--- config.mk ---
export PLATFORM = sky130hd
export DESIGN_NAME = program_loader
export DESIGN_NICKNAME = d
export VERILOG_FILES = /design/src/rtl/program_loader.sv
export SDC_FILE = /design/constraint.sdc
export NUM_CORES = 1
export LEC_CHECK = 0
export BUFFER_PORTS_ARGS = -buffer_cell sky130_fd_sc_hd__buf_2
export CELL_PAD_IN_SITES_DETAIL_PLACEMENT = 1
export CELL_PAD_IN_SITES_GLOBAL_PLACEMENT = 1
export CORE_ASPECT_RATIO = 2
export CORE_UTILIZATION = 40
export DETAILED_ROUTE_END_ITERATION = 8
export PLACE_DENSITY_LB_ADDON = 0.1
export SETUP_SLACK_MARGIN = 0.5
export SKIP_LAST_GASP = 1
export SYNTH_ARGS = -nofsm -noshare
export SYNTH_HDL_FRONTEND = slang
export SYNTH_SLANG_ARGS = --single-unit
--- constraint.sdc ---
create_clock -name clk -period 3.45 [get_ports clk]
set_input_delay 0.345 -clock clk [delete_from_list [all_inputs] [get_ports clk]]
set_output_delay 0.345 -clock clk [all_outputs]
set_load 0.1 [all_outputs]
--- src/rtl/program_loader.sv ---
`default_nettype none
// ----------------------------------------------------------------------------
// program_loader: streams instruction words into the cpu instruction memory,
// then holds cpu reset for RST_HOLD cycles before releasing it.    Rev 1.0
// ----------------------------------------------------------------------------
module program_loader #(
  parameter logic [31:0] BASE_ADDR = 32'd0,
  parameter logic [31:0] ADDR_STEP = 32'd4,
  parameter int unsigned MAX_WORDS = 64,
  parameter int unsigned RST_HOLD  = 4
) (
  input  logic        clk,
  input  logic        rst,
  input  logic        start,
  input  logic        in_valid,
  input  logic [31:0] in_data,
  input  logic        in_last,
  output logic        in_ready,
  output logic        initialize,
  output logic [31:0] instruction_initialize_data,
  output logic [31:0] instruction_initialize_address,
  output logic        cpu_rst,
  output logic        done,
  output logic        error,
  output logic [31:0] word_count
);

  typedef enum logic [2:0] {
    S_IDLE    = 3'd0,
    S_LOAD    = 3'd1,
    S_FLUSH   = 3'd2,
    S_RELEASE = 3'd3,
    S_RUN     = 3'd4,
    S_ERROR   = 3'd5
  } state_t;

  localparam logic [31:0] C_LAST_SLOT = 32'(MAX_WORDS - 1);
  localparam logic [7:0]  C_HOLD_INIT = 8'(RST_HOLD - 1);

  state_t      state_q;
  logic [7:0]  hold_q;
  logic        init_q;
  logic        cpu_rst_q;
  logic        done_q;
  logic        error_q;
  logic [31:0] data_q;
  logic [31:0] addr_q;
  logic [31:0] count_q;

  logic        accept;
  logic        start_load;
  logic [31:0] addr_d;

  assign in_ready   = (state_q == S_LOAD);
  assign accept     = in_valid & in_ready;
  assign start_load = start & ((state_q == S_IDLE) | (state_q == S_RUN) | (state_q == S_ERROR));
  assign addr_d     = BASE_ADDR + count_q * ADDR_STEP;

  assign initialize                     = init_q;
  assign instruction_initialize_data    = data_q;
  assign instruction_initialize_address = addr_q;
  assign cpu_rst                        = cpu_rst_q;
  assign done                           = done_q;
  assign error                          = error_q;
  assign word_count                     = count_q;

  always_ff @(posedge clk or posedge rst) begin
    if (rst) begin
      state_q   <= S_IDLE;
      hold_q    <= 8'd0;
      init_q    <= 1'b0;
      cpu_rst_q <= 1'b1;
      done_q    <= 1'b0;
      error_q   <= 1'b0;
      data_q    <= 32'h0;
      addr_q    <= BASE_ADDR;
      count_q   <= 32'd0;
    end else begin
      case (state_q)
        S_IDLE: ;
        S_LOAD: begin
          if (accept) begin
            data_q  <= in_data;
            addr_q  <= addr_d;
            count_q <= count_q + 32'd1;
            if (in_last) begin
              state_q <= S_FLUSH;
            end else if (count_q == C_LAST_SLOT) begin
              // initialize stays high one more cycle so the overflowing word still lands
              state_q <= S_ERROR;
              error_q <= 1'b1;
            end
          end
        end
        S_FLUSH: begin
          init_q  <= 1'b0;
          hold_q  <= C_HOLD_INIT;
          state_q <= S_RELEASE;
        end
        S_RELEASE: begin
          if (hold_q == 8'd0) begin
            cpu_rst_q <= 1'b0;
            done_q    <= 1'b1;
            state_q   <= S_RUN;
          end else begin
            hold_q <= hold_q - 8'd1;
          end
        end
        S_RUN: ;
        S_ERROR: init_q <= 1'b0;
        default: state_q <= S_IDLE;
      endcase

      // A (re)load request overrides whatever the state above scheduled
      if (start_load) begin
        state_q   <= S_LOAD;
        init_q    <= 1'b1;
        cpu_rst_q <= 1'b1;
        done_q    <= 1'b0;
        error_q   <= 1'b0;
        count_q   <= 32'd0;
        addr_q    <= BASE_ADDR;
        data_q    <= 32'h0;
      end
    end
  end

endmodule
`default_nettype wire
==> results of run 1 <==
==> cells by family after synthesis <==
family | share of synthesized area, %
multiplexers | 0.468
AND/OR/NAND/NOR | 17.9
AO/OA/AOI/OAI | 14.7
flip-flops | 56.7
XOR/XNOR | 5.46
other | 0.0779
buffers and inverters | 3.98
adder cells (fa/ha/maj) | 0.780
==> placed cells by master, fill, tap and decap left out, types with 5 or more instances in the layout <==
master | Yosys | layout
nor2_1 | 45 | 45
nand4_1 | 6 | 6
nand3_1 | 10 | 10
a22o_1 | 57 | 57
a21oi_1 | 11 | 10
xor2_1 | 6 | 6
buf_4 | 3 | 6
dfrtp_1 | 108 | 108
nor3_1 | 7 | 7
nor4_1 | 16 | 16
o21ai_0 | 13 | 13
inv_1 | 9 | 8
and4_1 | 5 | 5
buf_2 | 13 | 135
or3_1 | 6 | 6
clkbuf_16 | 0 | 9
nand2_1 | 31 | 31
xnor2_1 | 24 | 24
==> layout make-up <==
cell class                      instances  area, sq um
Fill cell                            1339         5810
Sequential cell                       109         2730
Multi-Input combinational cell        285         1910
Timing Repair Buffer                  142          741
Clock buffer                            9          225
Tap cell                              145          181
Clock inverter                          7         67.6
Inverter                                9         37.5
==> flip-flops by register name (all words and copies together), names as in the netlist <==
| register | cells |
|---|---|
| cpu_rst | 1 |
| done | 1 |
| initialize | 1 |
| instruction_initialize_data | 32 |
| error | 1 |
| instruction_initialize_address | 30 |
| hold_q | 8 |
| word_count | 32 |
| state_q | 3 |
==> metal layers <==
metal | global-route usage [%] | up-vias
li1 | - | 1790
met4 | 13.0 | 0
met2 | 42.0 | 129
met3 | 1.80 | 31
met1 | 28.3 | 2011
met5 | 0 | -
==> worst max-delay path: stages (launching register included) <==
cell	delay [ns]
dfrtp_1	0.52
and4bb_2	0.69
nand3_1	0.40
nor4_1	0.43
xnor2_1	0.18
nor2_1	0.05
==> stage by stage <==
| stage | hold slack (ns) | instances |
|---|---|---|
| after floorplan | 0.485 | 433 |
| after global routing | 0.163 | 706 |
| after CTS | 0.129 | 706 |
| final | 0.108 | 706 |
| after detailed placement | 0.475 | 690 |
| after global placement | 0.471 | 690 |
==> worst paths after layout <==
kind	endpoint	start	cells past startpoint
worst min register to register	cpu_rst$_DFFE_PP1P_	cpu_rst$_DFFE_PP1P_	2
worst max-delay path	word_count[22]$_DFFE_PP0P_	state_q[1]$_DFFE_PP0P_	5
min in group clk	instruction_initialize_data[29]$_DFFE_PP0P_	in_data[29]	2
worst min-delay path	instruction_initialize_address[8]$_DFFE_PP0P_	rst	2
worst max register to register	word_count[22]$_DFFE_PP0P_	state_q[1]$_DFFE_PP0P_	5
max in group asynchronous	cpu_rst$_DFFE_PP1P_	rst	3
==> power by group <==
part	internal (mW)	switching, mW	leakage, nW	total (mW)
registers	1.49	0.176	1.47	1.67
clock network	0.508	0.520	0.139	1.03
logic	0.432	1.91	1.39	2.34
total	2.43	2.60	3.00	5.04
==> results_dict.tcl, run 1 <==
set metrics [dict create \
    status "completed" \
    hold_class "in2async" \
    cts_sinks 109 \
    start_kind "register" \
    finalPower_mw 5.04 \
    clkLatencyLatePin_ns 0.36 \
    fin_area_sq_um 5890 \
    clock_path_buffers 2 \
    finish.utilization_pct 50.3 \
    clockRootBuffer "clkbuf_16" \
    max-slew-margin-rel_pct 47.4 \
    drive_gt1_share_pct 31.2 \
    gr-usage-all-layers_pct 23.9 \
    drt-total-wl_mm 14.2 \
    synth.top_cells.by_count "108 x dfrtp_1, 57 x a22o_1, 45 x nor2_1" \
    fin_skew_ns 0.0137 \
    path_clk_slew_ns 0.08 \
    cts_hold_buf 0 \
    wl_met3_um 507 \
    fin_crit_sh_pct 70.2 \
    placementRows 56 \
    dp_slack_ns 1.01 \
    netlist_instances 432 \
    ant_nets 0 \
    synthArstFlopShare_pct 100 \
    yosysTopAreaCellShare_pct 56.1 \
    cts_resized 0 \
    syn2layout_area_growth_pct 22.4 \
    drv_cap 0 \
    die_h_um 157 \
    drv_slew 0 \
    yosysMostFrequentCell "dfrtp_1" \
    powerDensity_nw_per_um2 855 \
    layout_setup_ws_ns 1.03 \
    avgSynthCellArea_sq_um 11.1 \
    io_buffers 135 \
    fmax_ghz 0.413 \
    antenna_found_initial 0 \
    n_antenna_cell 0 \
    drt_iter0_markers 169 \
    start_util_pct 41.1 \
    cts_buffers 9 \
    place.gp.congestion 0.799 \
    drtPass1Iterations 5 \
    drc_errors 0 \
    required_ns 3.67 \
    design.die.area_sq_um 12500 \
    critPathArrivalTime_ns 2.64 \
    dieWidth_um 79.6 \
    grt_max_degree 79 \
    hold_viol_final 0 \
    vias 3961 \
    cts_tree "done" \
    synth-seq-cells 109 \
    via_per_inst 5.61 \
    syn_area_sq_um 4810 \
    postCtsSetupBuffers 0 \
    core_area_sq_um 11700 \
    yosys_warnings 0 \
    criticalPathCategory "reg2reg" \
    routedWlPerCell_um 20.0 \
    dpl_cell_area_sq_um 5600 \
    dp_hpwl_mm 9.88 \
    r2r_setup_slack_ns 1.03 \
    grt_overflow 0 \
    yosysSeqAreaShare_pct 56.7 \
    synth_edf_count 0 \
    setup_tns_ns 0 \
    tightestPinTransition_ns 0.790 \
    worstPathMaxFanout 19 \
    synth_flop_cell "dfrtp_1" \
    route.met2.wl_mm 7.65 \
    synth.area.top_cells "dfrtp_1 56%, a22o_1 10%, xnor2_1 4.4%" \
    leakage_nw 3.00 \
    wl_met1_mm 5.51 \
    yosysTopAreaCell "dfrtp_1" \
    yosysUniqueCellTypes 50 \
    grt_setup_unrepaired "false" \
    ir_worst_vdd_mv 0.546 \
    min_period_ns 2.42 \
    fin_nets 596 \
    setup_viol 0 \
    cp-end-kind "register" \
    io_pins 138 \
    grt_pass1_vias 4202 \
    grt_pass1_wl_mm 22.7 \
    highest_layer "met4" \
    htree_levels 3 \
]
(Power assumes the default switching activity.)
==> inputs of run 2 (changes only) <==
--- a/config.mk
+++ b/config.mk
@@ -5,11 +5,12 @@
 export SDC_FILE = /design/constraint.sdc
 export NUM_CORES = 1
 export LEC_CHECK = 0
+export ABC_AREA = 1
 export BUFFER_PORTS_ARGS = -buffer_cell sky130_fd_sc_hd__buf_2
 export CELL_PAD_IN_SITES_DETAIL_PLACEMENT = 1
 export CELL_PAD_IN_SITES_GLOBAL_PLACEMENT = 1
 export CORE_ASPECT_RATIO = 2
-export CORE_UTILIZATION = 40
+export CORE_UTILIZATION = 39
 export DETAILED_ROUTE_END_ITERATION = 8
 export PLACE_DENSITY_LB_ADDON = 0.1
 export SETUP_SLACK_MARGIN = 0.5
==> constraint.sdc (replaced) <==
create_clock -name clk -period 2.4 [get_ports clk]
set_input_delay 0.24 -clock clk [delete_from_list [all_inputs] [get_ports clk]]
set_output_delay 0.24 -clock clk [all_outputs]
set_load 0.1 [all_outputs]
==> run 2 against run 1 <==
- the flow now finishes with violations (DRC)
- non-clock buffer count rose by 4
- register-to-register slack got worse by 0.41 ns
- cell count rose by 30%
- utilization fell by 0.83 points
- critical path depth fell by 3
- flip-flop and latch count did not move
- synthesized cell count rose by 45%
- largest power group unchanged
==> results_dict.tcl, run 2 <==
set metrics [dict create \
    core_area_sq_um 13100 \
    pwr-share-comb_pct 50.6 \
    vias 4775 \
    avgSynthCellArea_sq_um 8.42 \
    start_kind "register" \
    violations "DRC" \
    criticalPathCategory "reg2out" \
    io_buffers 135 \
    hold_class "in2async" \
    fin_nets 801 \
    r2r-end "word_count[2]$_DFFE_PP0P_" \
    r2r_start "state_q[2]$_DFFE_PP0P_" \
    placementRows 59 \
    p_int_mw 3.62 \
    setup_tns_ns 0 \
    die_h_um 167 \
    yosysSeqAreaShare_pct 51.7 \
    tightestPinTransition_ns 0.809 \
    syn_area_sq_um 5280 \
    status "finished with violations" \
    path_clk_slew_ns 0.08 \
    place.gp.congestion 0.834 \
    dieWidth_um 84.3 \
    start_util_pct 40.2 \
    critPathArrivalTime_ns 1.58 \
    hold_viol_final 0 \
    grt_pass1_wl_mm 26.4 \
    drc_errors 26 \
    grt_setup_unrepaired "true" \
    synth_flop_cell "dfrtp_1" \
    required_ns 2.16 \
    grt_pass1_vias 5079 \
    routedWlPerCell_um 17.6 \
    final_common_cell "nand2_1" \
    synth_edf_count 0 \
    clockPowerShare_pct 18.6 \
    gr-usage-all-layers_pct 24.4 \
    yosysTopAreaCell "dfrtp_1" \
    cts_sinks 109 \
    drt-total-wl_mm 16.1 \
    dp_slack_ns 0.379 \
    leakage_nw 3.36 \
    layout_common_cells "159 x nand2_1, 135 x buf_2, 89 x dfrtp_1" \
    dp_hpwl_mm 12.2 \
    min_period_ns 1.82 \
    via_per_inst 5.20 \
    layout_setup_ws_ns 0.578 \
    syn2layout_area_growth_pct 23.2 \
    setup_viol 0 \
    design.die.area_sq_um 14000 \
    synthArstFlopShare_pct 100 \
    yosysUniqueCellTypes 32 \
    cts_buffers 9 \
    n_antenna_cell 0 \
    grt_overflow 0 \
    cts_tree "done" \
    pwr-share-seq_pct 30.7 \
    drive_gt1_share_pct 27.8 \
    clockRootBuffer "clkbuf_16" \
    drv_slew 0 \
    io_pins 138 \
    powerDensity_nw_per_um2 1200 \
    synth.top_cells.by_count "160 x nand2_1, 108 x dfrtp_1, 82 x nor2_1" \
    drt_iter0_markers 175 \
    yosysTopAreaCellShare_pct 51.2 \
    antenna_found_initial 0 \
    fin_crit_sh_pct 75.9 \
    drtPass1Iterations 6 \
    r2r_cells 6 \
    sw_frac_of_total_pct 53.7 \
    fin_skew_ns 0.0118 \
    synth.area.top_cells "dfrtp_1 51%, nand2_1 11%, nor2_1 5.8%" \
    critPathLaunch "state_q[1]$_DFFE_PP0P_" \
    netlist_instances 627 \
    yosys_warnings 0 \
    htree_levels 3 \
    cp-end-kind "output port" \
    p_sw_mw 4.21 \
    grt_max_degree 40 \
    r2r_setup_slack_ns 0.62 \
    synth-seq-cells 109 \
    ir_worst_vdd_mv 0.564 \
    max-slew-margin-rel_pct 46.0 \
    drv_cap 0 \
    yosysMostFrequentCell "nand2_1" \
    clkLatencyLatePin_ns 0.35 \
    ant_nets 0 \
    clock_path_buffers 2 \
    fmax_ghz 0.549 \
    worstPathMaxFanout 7 \
]
[run 2: cell count changes after synthesis, sizes merged, moves of 22 or more]
cell,delta
a22o,-22
inv,+55
nand2,+135
nand3,+28
nor2,+43
o21ai,+30
xnor2,-24
[run 2: power by group through the flow]
stage	combinational, mW	clock (mW)	sequential (mW)
after floorplan	1.22	0	4.49
final	3.97	1.46	2.41
after global routing	4.17	1.55	2.45
after detailed placement	3.98	0	2.44
after CTS	3.98	1.50	2.41
after global placement	3.92	0	2.43
[run 2: cell families after synthesis]
family	Yosys count	share of synthesized area, %
fa+ha+maj	3	0.711
flops	109	51.7
buf+inv	88	7.42
simple gates	325	27.5
compound gates	96	11.8
other cells	1	0.0710
xor+xnor	5	0.830
[run 2: final cells by class]
class	instances	area, sq um
Clock buffer	11	243
Clock inverter	5	42.5
Fill cell	1647	6640
Inverter	64	251
Multi-Input combinational cell	431	2230
Sequential cell	109	2750
Tap cell	152	190
Timing Repair Buffer	146	800
[run 2: worst max path at each step]
stage	to	slack, ns	cells past startpoint
2_1_floorplan	word_count[27]$_DFFE_PP0P_	0.24	10
3_3_place_gp	word_count[22]$_DFFE_PP0P_	0.42	10
3_5_place_dp	word_count[22]$_DFFE_PP0P_	0.38	10
4_1_cts	instruction_initialize_address[3]$_DFFE_PP0P_	0.50	8
5_1_grt	word_count[22]$_DFFE_PP0P_	0.50	10
6_report	in_ready	0.58	2
[run 2: per-layer routing]
layer	vias up	wire length, um	global-route usage, %
met5	-	0	0
met4	0	518	10.7
met3	25	585	3.17
met2	109	9150	47.1
met1	2349	5890	25.6
li1	2292	-	-
[run 2: timing repair]
item	CTS	global route
hold buffers	0	0
resized for setup	1	10
setup endpoints to repair	2	44
setup buffers	1	0
pin swaps	1	1
[run 2: critical path: stages (launching register included)]
cell	delay (ns)
dfrtp_1	0.52
nor3_4	0.24
buf_2	0.47
[run 2: metrics by stage]
step	total power [mW]	area (sq um)	instances	hold slack (ns)	util (%)
finish	7.84	6500	918	0.0210	49.5
global route	8.17	6500	918	0.0739	49.5
CTS	7.89	6470	918	0.0348	49.3
detailed placement	6.42	6180	901	0.419	47.0
global placement	6.35	6180	901	0.412	47.0
floorplan	5.71	5360	628	0.380	-
==> inputs of run 3 (changes only) <==
--- a/config.mk
+++ b/config.mk
@@ -5,12 +5,12 @@
 export SDC_FILE = /design/constraint.sdc
 export NUM_CORES = 1
 export LEC_CHECK = 0
-export ABC_AREA = 1
+export ABC_AREA = 0
 export BUFFER_PORTS_ARGS = -buffer_cell sky130_fd_sc_hd__buf_2
 export CELL_PAD_IN_SITES_DETAIL_PLACEMENT = 1
 export CELL_PAD_IN_SITES_GLOBAL_PLACEMENT = 1
 export CORE_ASPECT_RATIO = 2
-export CORE_UTILIZATION = 39
+export CORE_UTILIZATION = 36
 export DETAILED_ROUTE_END_ITERATION = 8
 export PLACE_DENSITY_LB_ADDON = 0.1
 export SETUP_SLACK_MARGIN = 0.5
==> constraint.sdc (replaced) <==
create_clock -name clk -period 1.5 [get_ports clk]
set_input_delay 0.15 -clock clk [delete_from_list [all_inputs] [get_ports clk]]
set_output_delay 0.15 -clock clk [all_outputs]
set_load 0.1 [all_outputs]
==> run 3 against run 2 <==
- the run now fails in 5_1_grt
- synthesized cell count fell by 31%
- area after synthesis fell by 8.8%
==> results_dict.tcl, run 3 <==
set metrics [dict create \
    dp_hpwl_mm 12.0 \
    synthArstFlopShare_pct 100 \
    dpl_cell_area_sq_um 6820 \
    synth.top_cells.by_count "108 x dfrtp_1, 57 x a22o_1, 45 x nor2_1" \
    clockRootBuffer "clkbuf_16" \
    yosysSeqAreaShare_pct 56.7 \
    io_pins 138 \
    yosysUniqueCellTypes 50 \
    clock_path_buffers 2 \
    synth.area.top_cells "dfrtp_1 56%, a22o_1 10%, xnor2_1 4.4%" \
    start_util_pct 37.0 \
    antenna_found_initial 2 \
    cts_sinks 109 \
    avgSynthCellArea_sq_um 11.1 \
    haltStage "5_1_grt" \
    yosys_warnings 0 \
    cts_buffers 9 \
    dieWidth_um 83.8 \
    synth-seq-cells 109 \
    status "stopped before the end" \
    yosysMostFrequentCell "dfrtp_1" \
    grt_max_degree 42 \
    yosysTopAreaCell "dfrtp_1" \
    placementRows 59 \
    worstEndpointGrtRepair "word_count[29]$_DFFE_PP0P_/D" \
    place.gp.congestion 0.829 \
    htree_levels 3 \
    yosysTopAreaCellShare_pct 56.1 \
    worst_endpoint_kind "register input" \
    io_buffers 135 \
    netlist_instances 432 \
    synth_edf_count 0 \
    syn_area_sq_um 4810 \
    die_h_um 166 \
    synth_flop_cell "dfrtp_1" \
    dp_slack_ns -0.316 \
    error_line "[ERROR DPL-0033] detailed placement checks failed during check placement." \
]
## run 3: cell types whose count changed after synthesis, moves of 14 or more
cell	delta
nand2_1	-129
xnor2_1	+24
nor4_1	+14
nand3_1	-28
nor2_1	-37
o21ai_0	-30
a22o_1	+22
inv_1	-53
## run 3: cell families after synthesis
family	after synthesis	share of synthesized area, %
other	1	0.0779
AO/OA/AOI/OAI	92	14.7
multiplexers	2	0.468
adder cells (fa/ha/maj)	3	0.780
XOR/XNOR	30	5.46
AND/OR/NAND/NOR	156	17.9
buffers and inverters	39	3.98
flip-flops	109	56.7
## run 3: repair_timing
| action | CTS |
|---|---|
| setup endpoints to repair | 208 |
| resized for setup | 288 |
| hold endpoints to repair | 19 |
| pin swaps | 51 |
| cloned | 4 |
| setup buffers | 34 |
## run 3: per-stage QoR
step | hold WS, ns | cells | setup TNS [ns] | utilization [%]
CTS | -0.123 | 851 | -10.03 | 66.8
floorplan | 0.290 | 433 | -18.91 | -
detailed placement | 0.260 | 798 | -17.48 | 52.5
global placement | 0.259 | 798 | -13.17 | 52.5
==> inputs of run 4 (changes only) <==
==> config.mk (replaced) <==
export PLATFORM = sky130hd
export DESIGN_NAME = program_loader
export DESIGN_NICKNAME = d
export VERILOG_FILES = /design/src/rtl/program_loader.sv
export SDC_FILE = /design/constraint.sdc
export NUM_CORES = 1
export LEC_CHECK = 0
export ABC_AREA = 0
export BUFFER_PORTS_ARGS = -buffer_cell sky130_fd_sc_hd__buf_2
export CORE_UTILIZATION = 35
export DETAILED_ROUTE_END_ITERATION = 8
export PLACE_DENSITY_LB_ADDON = 0.15
export SKIP_LAST_GASP = 1
export SYNTH_ARGS = -nofsm -noshare
export SYNTH_HDL_FRONTEND = slang
export SYNTH_SLANG_ARGS = --single-unit
==> constraint.sdc (replaced) <==
create_clock -name clk -period 1.95 [get_ports clk]
set_input_delay 0.195 -clock clk [delete_from_list [all_inputs] [get_ports clk]]
set_output_delay 0.195 -clock clk [all_outputs]
set_load 0.1 [all_outputs]
==> run 4 against run 3 <==
- the run now ends clean
==> results_dict.tcl, run 4 (synthesis results as in run 1) <==
set metrics [dict create \
    layout_setup_ws_ns 0.0873 \
    n_antenna_cell 0 \
    fin_nets 618 \
    design.die.area_sq_um 14200 \
    place.gp.congestion 0.767 \
    powerDensity_nw_per_um2 1430 \
    layout_common_cells "134 x buf_2, 78 x dfrtp_1, 57 x a22o_1" \
    setup_viol 0 \
    core_area_sq_um 13300 \
    dieWidth_um 119 \
    drive_gt1_share_pct 42.0 \
    setup_tns_ns 0 \
    min_period_ns 1.86 \
    fmax_ghz 0.537 \
    clock_path_buffers 2 \
    final_common_cell "buf_2" \
    hold_viol_final 0 \
    antenna_found_initial 0 \
    grt_overflow 0 \
    grt_pass1_vias 3888 \
    ant_nets 0 \
    dp_slack_ns 0.0819 \
    path_clk_slew_ns 0.08 \
    fin_crit_sh_pct 95.5 \
    via_per_inst 5.13 \
    cts_buffers 9 \
    drv_slew 0 \
    die_h_um 119 \
    vias 3897 \
    multi_input_area_sq_um 2080 \
    cp-end-kind "register" \
    cts_tree "done" \
    worstPathMaxFanout 8 \
    highest_layer "met4" \
    drt-total-wl_mm 12.4 \
    hold_class "in2reg" \
    grt_max_degree 51 \
    finalPower_mw 9.15 \
    final_cells 759 \
    criticalPathCategory "reg2reg" \
    tightestPinTransition_ns 0.605 \
    syn2layout_area_growth_pct 32.5 \
    route.met2.wl_mm 5.88 \
    wl_met3_um 607 \
    wl_met1_mm 5.76 \
    clockRootBuffer "clkbuf_16" \
    postCtsSetupBuffers 0 \
    clkLatencyLatePin_ns 0.35 \
    leakage_nw 3.19 \
    drv_cap 0 \
    max-slew-margin-rel_pct 59.7 \
    dp.cells 742 \
    grt_pass1_wl_mm 20.4 \
    critPathArrivalTime_ns 2.10 \
    cts_sinks 109 \
    seq_area_sq_um 2770 \
    gr-usage-all-layers_pct 18.5 \
    ir_worst_vdd_mv 0.996 \
    drtPass1Iterations 5 \
    start_util_pct 36.1 \
    drt_iter0_markers 142 \
    start_kind "register" \
    dp_hpwl_mm 8.94 \
    fillers 1265 \
    io_pins 138 \
    status "completed" \
    fin_skew_ns 0.00913 \
    placementRows 42 \
    required_ns 2.19 \
    routedWlPerCell_um 16.3 \
    htree_levels 3 \
    drc_errors 0 \
    io_buffers 135 \
]
run 4: critical path, cell delays in order, from the launching register on:
cell,delay [ns]
dfrtp_1,0.39
and4bb_4,0.45
nand3_2,0.31
nor3_4,0.27
a31oi_1,0.11
a41o_1,0.21
run 4: cell type report:
| type | count | share of cell area (%) |
|---|---|---|
| Clock buffer | 9 | 3.53 |
| Clock inverter | 7 | 1.24 |
| Inverter | 9 | 0.589 |
| Multi-Input combinational cell | 285 | 32.7 |
| Sequential cell | 109 | 43.4 |
| Tap cell | 176 | 3.45 |
| Timing Repair Buffer | 164 | 15.1 |
run 4: path summary, 6_finish.rpt:
path | startpoint | end | slack, ns | cells after the start
worst max-delay path | state_q[2]$_DFFE_PP0P_ | word_count[30]$_DFFE_PP0P_ | 0.09 | 5
worst min-delay path | in_data[28] | instruction_initialize_data[28]$_DFFE_PP0P_ | 0.06 | 2
worst max register to register | state_q[2]$_DFFE_PP0P_ | word_count[30]$_DFFE_PP0P_ | 0.09 | 5
worst min register to register | instruction_initialize_address[10]$_DFFE_PP0P_ | instruction_initialize_address[10]$_DFFE_PP0P_ | 0.48 | 2
max in group asynchronous | rst | word_count[21]$_DFFE_PP0P_ | 0.92 | 4
min in group asynchronous | rst | instruction_initialize_address[8]$_DFFE_PP0P_ | 0.45 | 3
run 4: power by group:
group | switching, mW | internal [mW]
logic | 3.41 | 0.935
registers | 0.271 | 2.65
clock network | 0.873 | 1.01
total | 4.55 | 4.59
run 4: what timing repair did:
| item | in CTS | in global routing |
|---|---|---|
| gates resized for setup | 0 | 3 |
| endpoints found under the setup margin | 0 | 3 |
| hold buffers | 1 | 0 |
| hold endpoints to repair | 18 | 0 |
run 4: routing by layer:
metal / global-route usage, % / vias to the layer above
met5: 0 / -
met2: 30.3 / 111
met1: 24.5 / 1924
li1: - / 1851
met4: 5.78 / 0
met3: 3.64 / 11
run 4: stage by stage:
step	util, %	area, sq um	hold WS (ns)
final	47.8	6380	0.0587
after global routing	47.8	6380	0.0531
after CTS	47.7	6360	0.0516
after detailed placement	45.3	6050	0.283
after global placement	45.3	6050	0.282
after floorplan	-	5050	0.335
